`src/rtl/game_timer.sv`:
```
// rtl/game_timer.sv - whole-second countdown timer with pause, saturating bonus, BCD digits and game-over flag
module game_timer #(
   parameter int TICKS_PER_SEC = 100000000,
   parameter int START_SECONDS = 30,
   parameter int MAX_SECONDS   = 99,
   parameter int BONUS_SECONDS = 3,
   parameter int WARN_SECONDS  = 5,
   parameter int SEC_WIDTH     = 7,
   parameter int PRE_WIDTH     = 27
) (
   input  logic                 clk,
   input  logic                 i_rst_n,
   input  logic                 i_restart_game,
   input  logic                 i_pause,
   input  logic                 i_bonus,
   output logic [SEC_WIDTH-1:0] seconds,
   output logic [3:0]           sec_tens,
   output logic [3:0]           sec_ones,
   output logic                 o_tick,
   output logic                 warning,
   output logic                 game_over
);

   typedef enum logic [1:0] {
      S_IDLE  = 2'd0,
      S_RUN   = 2'd1,
      S_PAUSE = 2'd2,
      S_OVER  = 2'd3
   } state_t;

   localparam logic [PRE_WIDTH-1:0] PRE_LAST  = PRE_WIDTH'(TICKS_PER_SEC - 1);
   localparam logic [SEC_WIDTH-1:0] SEC_START = SEC_WIDTH'(START_SECONDS);
   localparam logic [SEC_WIDTH-1:0] SEC_WARN  = SEC_WIDTH'(WARN_SECONDS);
   localparam logic [SEC_WIDTH:0]   SUM_MAX   = (SEC_WIDTH + 1)'(MAX_SECONDS);
   localparam logic [SEC_WIDTH:0]   SUM_BONUS = (SEC_WIDTH + 1)'(BONUS_SECONDS);

   // Repeated subtract-by-ten; nine passes cover every value up to 99.
   function automatic logic [7:0] to_bcd(input logic [SEC_WIDTH-1:0] value);
      logic [SEC_WIDTH-1:0] v;
      logic [3:0]           t;
      v = value;
      t = 4'd0;
      for (int i = 0; i < 9; i++) begin
         if (v >= SEC_WIDTH'(10)) begin
            v = v - SEC_WIDTH'(10);
            t = t + 4'd1;
         end
      end
      return {t, 4'(v)};
   endfunction

   localparam logic [7:0] BCD_START = to_bcd(SEC_START);

   state_t               r_state, w_state_nxt;
   logic [PRE_WIDTH-1:0] r_pre, w_pre_nxt;
   logic [SEC_WIDTH-1:0] r_sec, w_sec_nxt, w_base;
   logic [SEC_WIDTH:0]   w_sum;
   logic [7:0]           w_bcd;
   logic [3:0]           r_tens, r_ones;
   logic                 r_tick, r_warn, r_over;
   logic                 w_tick_now, w_bonus_ok, w_tick_nxt, w_over_nxt, w_warn_nxt;

   always_comb begin
      w_state_nxt = r_state;
      w_pre_nxt   = r_pre;
      w_sec_nxt   = r_sec;
      w_tick_nxt  = 1'b0;
      w_over_nxt  = r_over;
      w_tick_now  = (r_state == S_RUN) && (r_pre == PRE_LAST);
      w_bonus_ok  = i_bonus && ((r_state == S_RUN) || (r_state == S_PAUSE));
      w_base      = w_tick_now ? (r_sec - SEC_WIDTH'(1)) : r_sec;
      w_sum       = {1'b0, w_base} + (w_bonus_ok ? SUM_BONUS : '0);
      if (w_sum > SUM_MAX) begin
         w_sum = SUM_MAX;
      end

      if (i_restart_game) begin
         w_state_nxt = S_RUN;
         w_pre_nxt   = '0;
         w_sec_nxt   = SEC_START;
         w_over_nxt  = 1'b0;
      end else begin
         case (r_state)
            S_RUN: begin
               // A zero start value ends the game one cycle after restart.
               if (r_sec == '0) begin
                  w_state_nxt = S_OVER;
                  w_over_nxt  = 1'b1;
               end else begin
                  w_sec_nxt = w_sum[SEC_WIDTH-1:0];
                  if (w_tick_now) begin
                     w_pre_nxt  = '0;
                     w_tick_nxt = 1'b1;
                     if (w_sum == '0) begin
                        w_state_nxt = S_OVER;
                        w_over_nxt  = 1'b1;
                     end
                  end else if (i_pause) begin
                     w_state_nxt = S_PAUSE;
                  end else begin
                     w_pre_nxt = r_pre + PRE_WIDTH'(1);
                  end
               end
            end
            S_PAUSE: begin
               w_sec_nxt = w_sum[SEC_WIDTH-1:0];
               if (!i_pause) begin
                  w_state_nxt = S_RUN;
               end
            end
            S_OVER: begin
               w_sec_nxt  = '0;
               w_pre_nxt  = '0;
               w_over_nxt = 1'b1;
            end
            default: begin
               w_pre_nxt = '0;
            end
         endcase
      end

      w_warn_nxt = ((w_state_nxt == S_RUN) || (w_state_nxt == S_PAUSE)) &&
                   (w_sec_nxt != '0) && (w_sec_nxt <= SEC_WARN);
      w_bcd      = to_bcd(w_sec_nxt);
   end

   always_ff @(posedge clk or negedge i_rst_n) begin
      if (!i_rst_n) begin
         r_state <= S_IDLE;
         r_pre   <= '0;
         r_sec   <= SEC_START;
         r_tens  <= BCD_START[7:4];
         r_ones  <= BCD_START[3:0];
         r_tick  <= 1'b0;
         r_warn  <= 1'b0;
         r_over  <= 1'b0;
      end else begin
         r_state <= w_state_nxt;
         r_pre   <= w_pre_nxt;
         r_sec   <= w_sec_nxt;
         r_tens  <= w_bcd[7:4];
         r_ones  <= w_bcd[3:0];
         r_tick  <= w_tick_nxt;
         r_warn  <= w_warn_nxt;
         r_over  <= w_over_nxt;
      end
   end

   assign seconds   = r_sec;
   assign sec_tens  = r_tens;
   assign sec_ones  = r_ones;
   assign o_tick    = r_tick;
   assign warning   = r_warn;
   assign game_over = r_over;

endmodule

```
`config.mk`:
```
export PLATFORM = sky130hd
export DESIGN_NAME = game_timer
export DESIGN_NICKNAME = d
export VERILOG_FILES = /design/src/rtl/game_timer.sv
export SDC_FILE = /design/constraint.sdc
export NUM_CORES = 1
export LEC_CHECK = 0
export ABC_AREA = 1
export BUFFER_PORTS_ARGS = -buffer_cell sky130_fd_sc_hd__buf_4
export CELL_PAD_IN_SITES_DETAIL_PLACEMENT = 1
export CELL_PAD_IN_SITES_GLOBAL_PLACEMENT = 1
export CORE_MARGIN = 2
export CORE_UTILIZATION = 30
export DETAILED_ROUTE_END_ITERATION = 10
export PLACE_DENSITY = 0.68
export SLEW_MARGIN = 10
export SYNTH_ARGS = -nofsm -noshare
export SYNTH_HDL_FRONTEND = slang
export SYNTH_SLANG_ARGS = --single-unit
```
`constraint.sdc`:
```
create_clock -name clk -period 19.4 [get_ports clk]
set_clock_uncertainty 0.05 [all_clocks]
set_input_delay 3.88 -clock clk [delete_from_list [all_inputs] [get_ports clk]]
set_output_delay 3.88 -clock clk [all_outputs]
set_load 0.05 [all_outputs]
```
==> flow_summary.yaml <==
timing:
  tns_ps: 0
  relSlewSlack_pct: 58.0
  period_minus_slack_ps: 12280
  period_share_pct: 63.3
  maxSlewViolCount: 0
  max_clock_freq_mhz: 81.5
  rsz0062_at_grt: "false"
  finalSetupViolations: 0
  worstMarginPinSlew_ps: 630
  finalHoldViolations: 0
setup_path:
  required_ps: 19540
  crit_type: "in -> reg"
  max_stage_delay_ps: 380
  r2r-start: "r_state[1]$_DFF_PN0_"
  arrival_ps: 12410
  r2r-end: "sec_tens[3]$_DFF_PN0_"
  reg2reg_depth: 74
  crit_path_frequent_cell: "nand2_1"
  slowest_stage: "fa_1"
  ff2ff_setup_slack_ps: 9450
  critPathTopFamily: "simple AND/OR/NAND/NOR gates"
  cp-start-kind: "primary input"
  critPathBufInv: 11
  setup.worst_path.end_class: "flop"
  cp_max_fo: 13
cells_and_area:
  layout-drive-gt1-share_pct: 19.9
  ff_latch_area_um2: 1160
  multiInputGateArea_um2: 3600
  final_common_cell: "nand2_1"
  fillers: 2264
  areaGrowthSynthToFinish_pct: 10.4
  antenna_cells: 0
  final_cell_mix: "nand2_1 (202), inv_1 (114), nand3_1 (84)"
  nNetsFinal: 877
cts:
  cts_root_buf: "clkbuf_16"
  holdBufCountCts: 0
  cts_tree: "done"
  clock-sinks: 46
  htree_levels: 2
  cts_resized: 0
  numCtsBuffers: 5
  clkTransAtPathRegs_ps: 80
  clkLatencyLatePin_ps: 310
  cts.path.max_buffers: 2
  post_cts_buffers: 0
grt:
  grt_max_degree: 47
  grtUsageTotal_pct: 15.9
  antenna_found_initial: 0
  grt.overflow.total: 0
  grt_pass1_wl_um: 24400
  grt_pass1_vias: 5167
synth:
  synth-seq-cells: 46
  synth.avg_cell_area_um2: 6.51
  synth_fp_nets: 855
  yosysTopAreaCellShare_pct: 18.7
  synth_area_um2: 5360
  synthDistinctLibCells: 49
  ys_top_cells_by_area: "dfrtp_1 (19%), nand2_1 (14%), inv_1 (8.0%)"
  ys_warn_count: 0
  syn_inst: 823
  yosysSeqAreaShare_pct: 21.6
  synth_top_area_cell: "dfrtp_1"
floorplanning:
  die_h_um: 138
  io_pins: 23
  num_rows: 48
  core_area_um2: 17400
  die_w_um: 138
  initial_core_util_pct: 30.9
  dieArea_um2: 18900
detailed_routing:
  finalWirelength_um: 14000
  dr.pass1.iters: 4
  num_vias: 5159
  drcViolationCount: 0
  final_antenna_net_count: 0
  wl_per_cell_um: 13.0
  viasPerCell: 4.82
  dr.first_iter.drc_count: 155
flow_run:
  max_cap_violations: 0
worst_hold_path:
  hold_class: "reg -> reg"
  holdPathEnd: "r_pre[6]$_DFFE_PN0P_"
  whs_path_depth: 1
  hold_path.startpoint: "r_pre[6]$_DFFE_PN0P_"
placed_design:
  dp_hpwl_um: 11400
  place.gp.congestion: 0.794
  port_buffers: 22
outcome:
  status: "finished clean"
metrics by stage:
stage               setup slack (ps)  area (µm²)  hold slack (ps)  instances  utilization [%]
floorplan                       8100        5360              405        823                -
global placement                7050        5760              444       1063             33.2
detailed placement              6720        5760              448       1063             33.2
CTS                             7030        5910              460       1071             34.1
global route                    6140        5910              491       1071             34.1
finish                          7120        5910              457       1071             34.1
cells in the mapped netlist (all sizes together):
cell / n
ha: 26
nand3b: 4
clkinv: 3
a21oi: 35
a22oi: 1
a311oi: 1
dfstp: 6
xnor2: 8
nand2: 268
o22ai: 1
a31oi: 6
nor3: 20
dfrtp: 40
o211ai: 4
a221oi: 2
nor3b: 1
fa: 1
nand3: 98
nand4: 21
and3: 2
o31ai: 1
a211oi: 1
xor2: 12
or4: 1
clkbuf: 4
inv: 142
a2bb2oi: 1
buf: 4
nor4: 4
o21ai: 30
nor2: 72
o211a: 1
and2: 2
metal layers:
metal  GRT usage [%]  up-vias  part of all wire, %
met4            3.49        0                  1.1
met2            27.3       52                   47
li1                -     2690                    -
met1            21.1     2408                   49
met5               0        -                    0
met3            2.17        9                  2.4
sequential cells by signal (all words and copies together) (netlist names):
name	flops
seconds	6
game_over	1
r_pre	27
r_state	2
o_tick	1
warning	1
sec_tens	4
sec_ones	4
cells by family (layout without fill, tap and decap cells):
kind of cell	after synthesis	after routing	synth area share, %
simple gates	493	493	48.5
buf+inv	153	176	11.2
compound gates	84	84	8.99
xor+xnor	20	20	3.27
fa+ha+maj	27	27	6.45
flops	46	46	21.6
cell type report:
class	count	share of cell area [%]
multi-input combinational	624	60.9
timing repair buffer	23	2.92
clock buffer	5	2.12
inverter	145	9.23
sequential	46	19.6
tap	225	4.76
clock inverter	3	0.487
how the worst max path moves through the flow:
stage | slack [ps] | end | from | cells past startpoint
4_1_cts | 7030 | sec_tens[3]$_DFF_PN0_ | i_bonus | 73
2_1_floorplan | 8100 | sec_tens[3]$_DFF_PN0_ | i_bonus | 74
3_5_place_dp | 6720 | sec_tens[3]$_DFF_PN0_ | i_bonus | 75
3_3_place_gp | 7050 | sec_ones[1]$_DFF_PN0_ | i_bonus | 71
5_1_grt | 6140 | sec_tens[3]$_DFF_PN0_ | i_bonus | 75
6_report | 7120 | sec_tens[3]$_DFF_PN0_ | i_bonus | 73
Power is not shown: default switching activity piles up to over one toggle a cycle in this logic, so the estimate is an artifact.
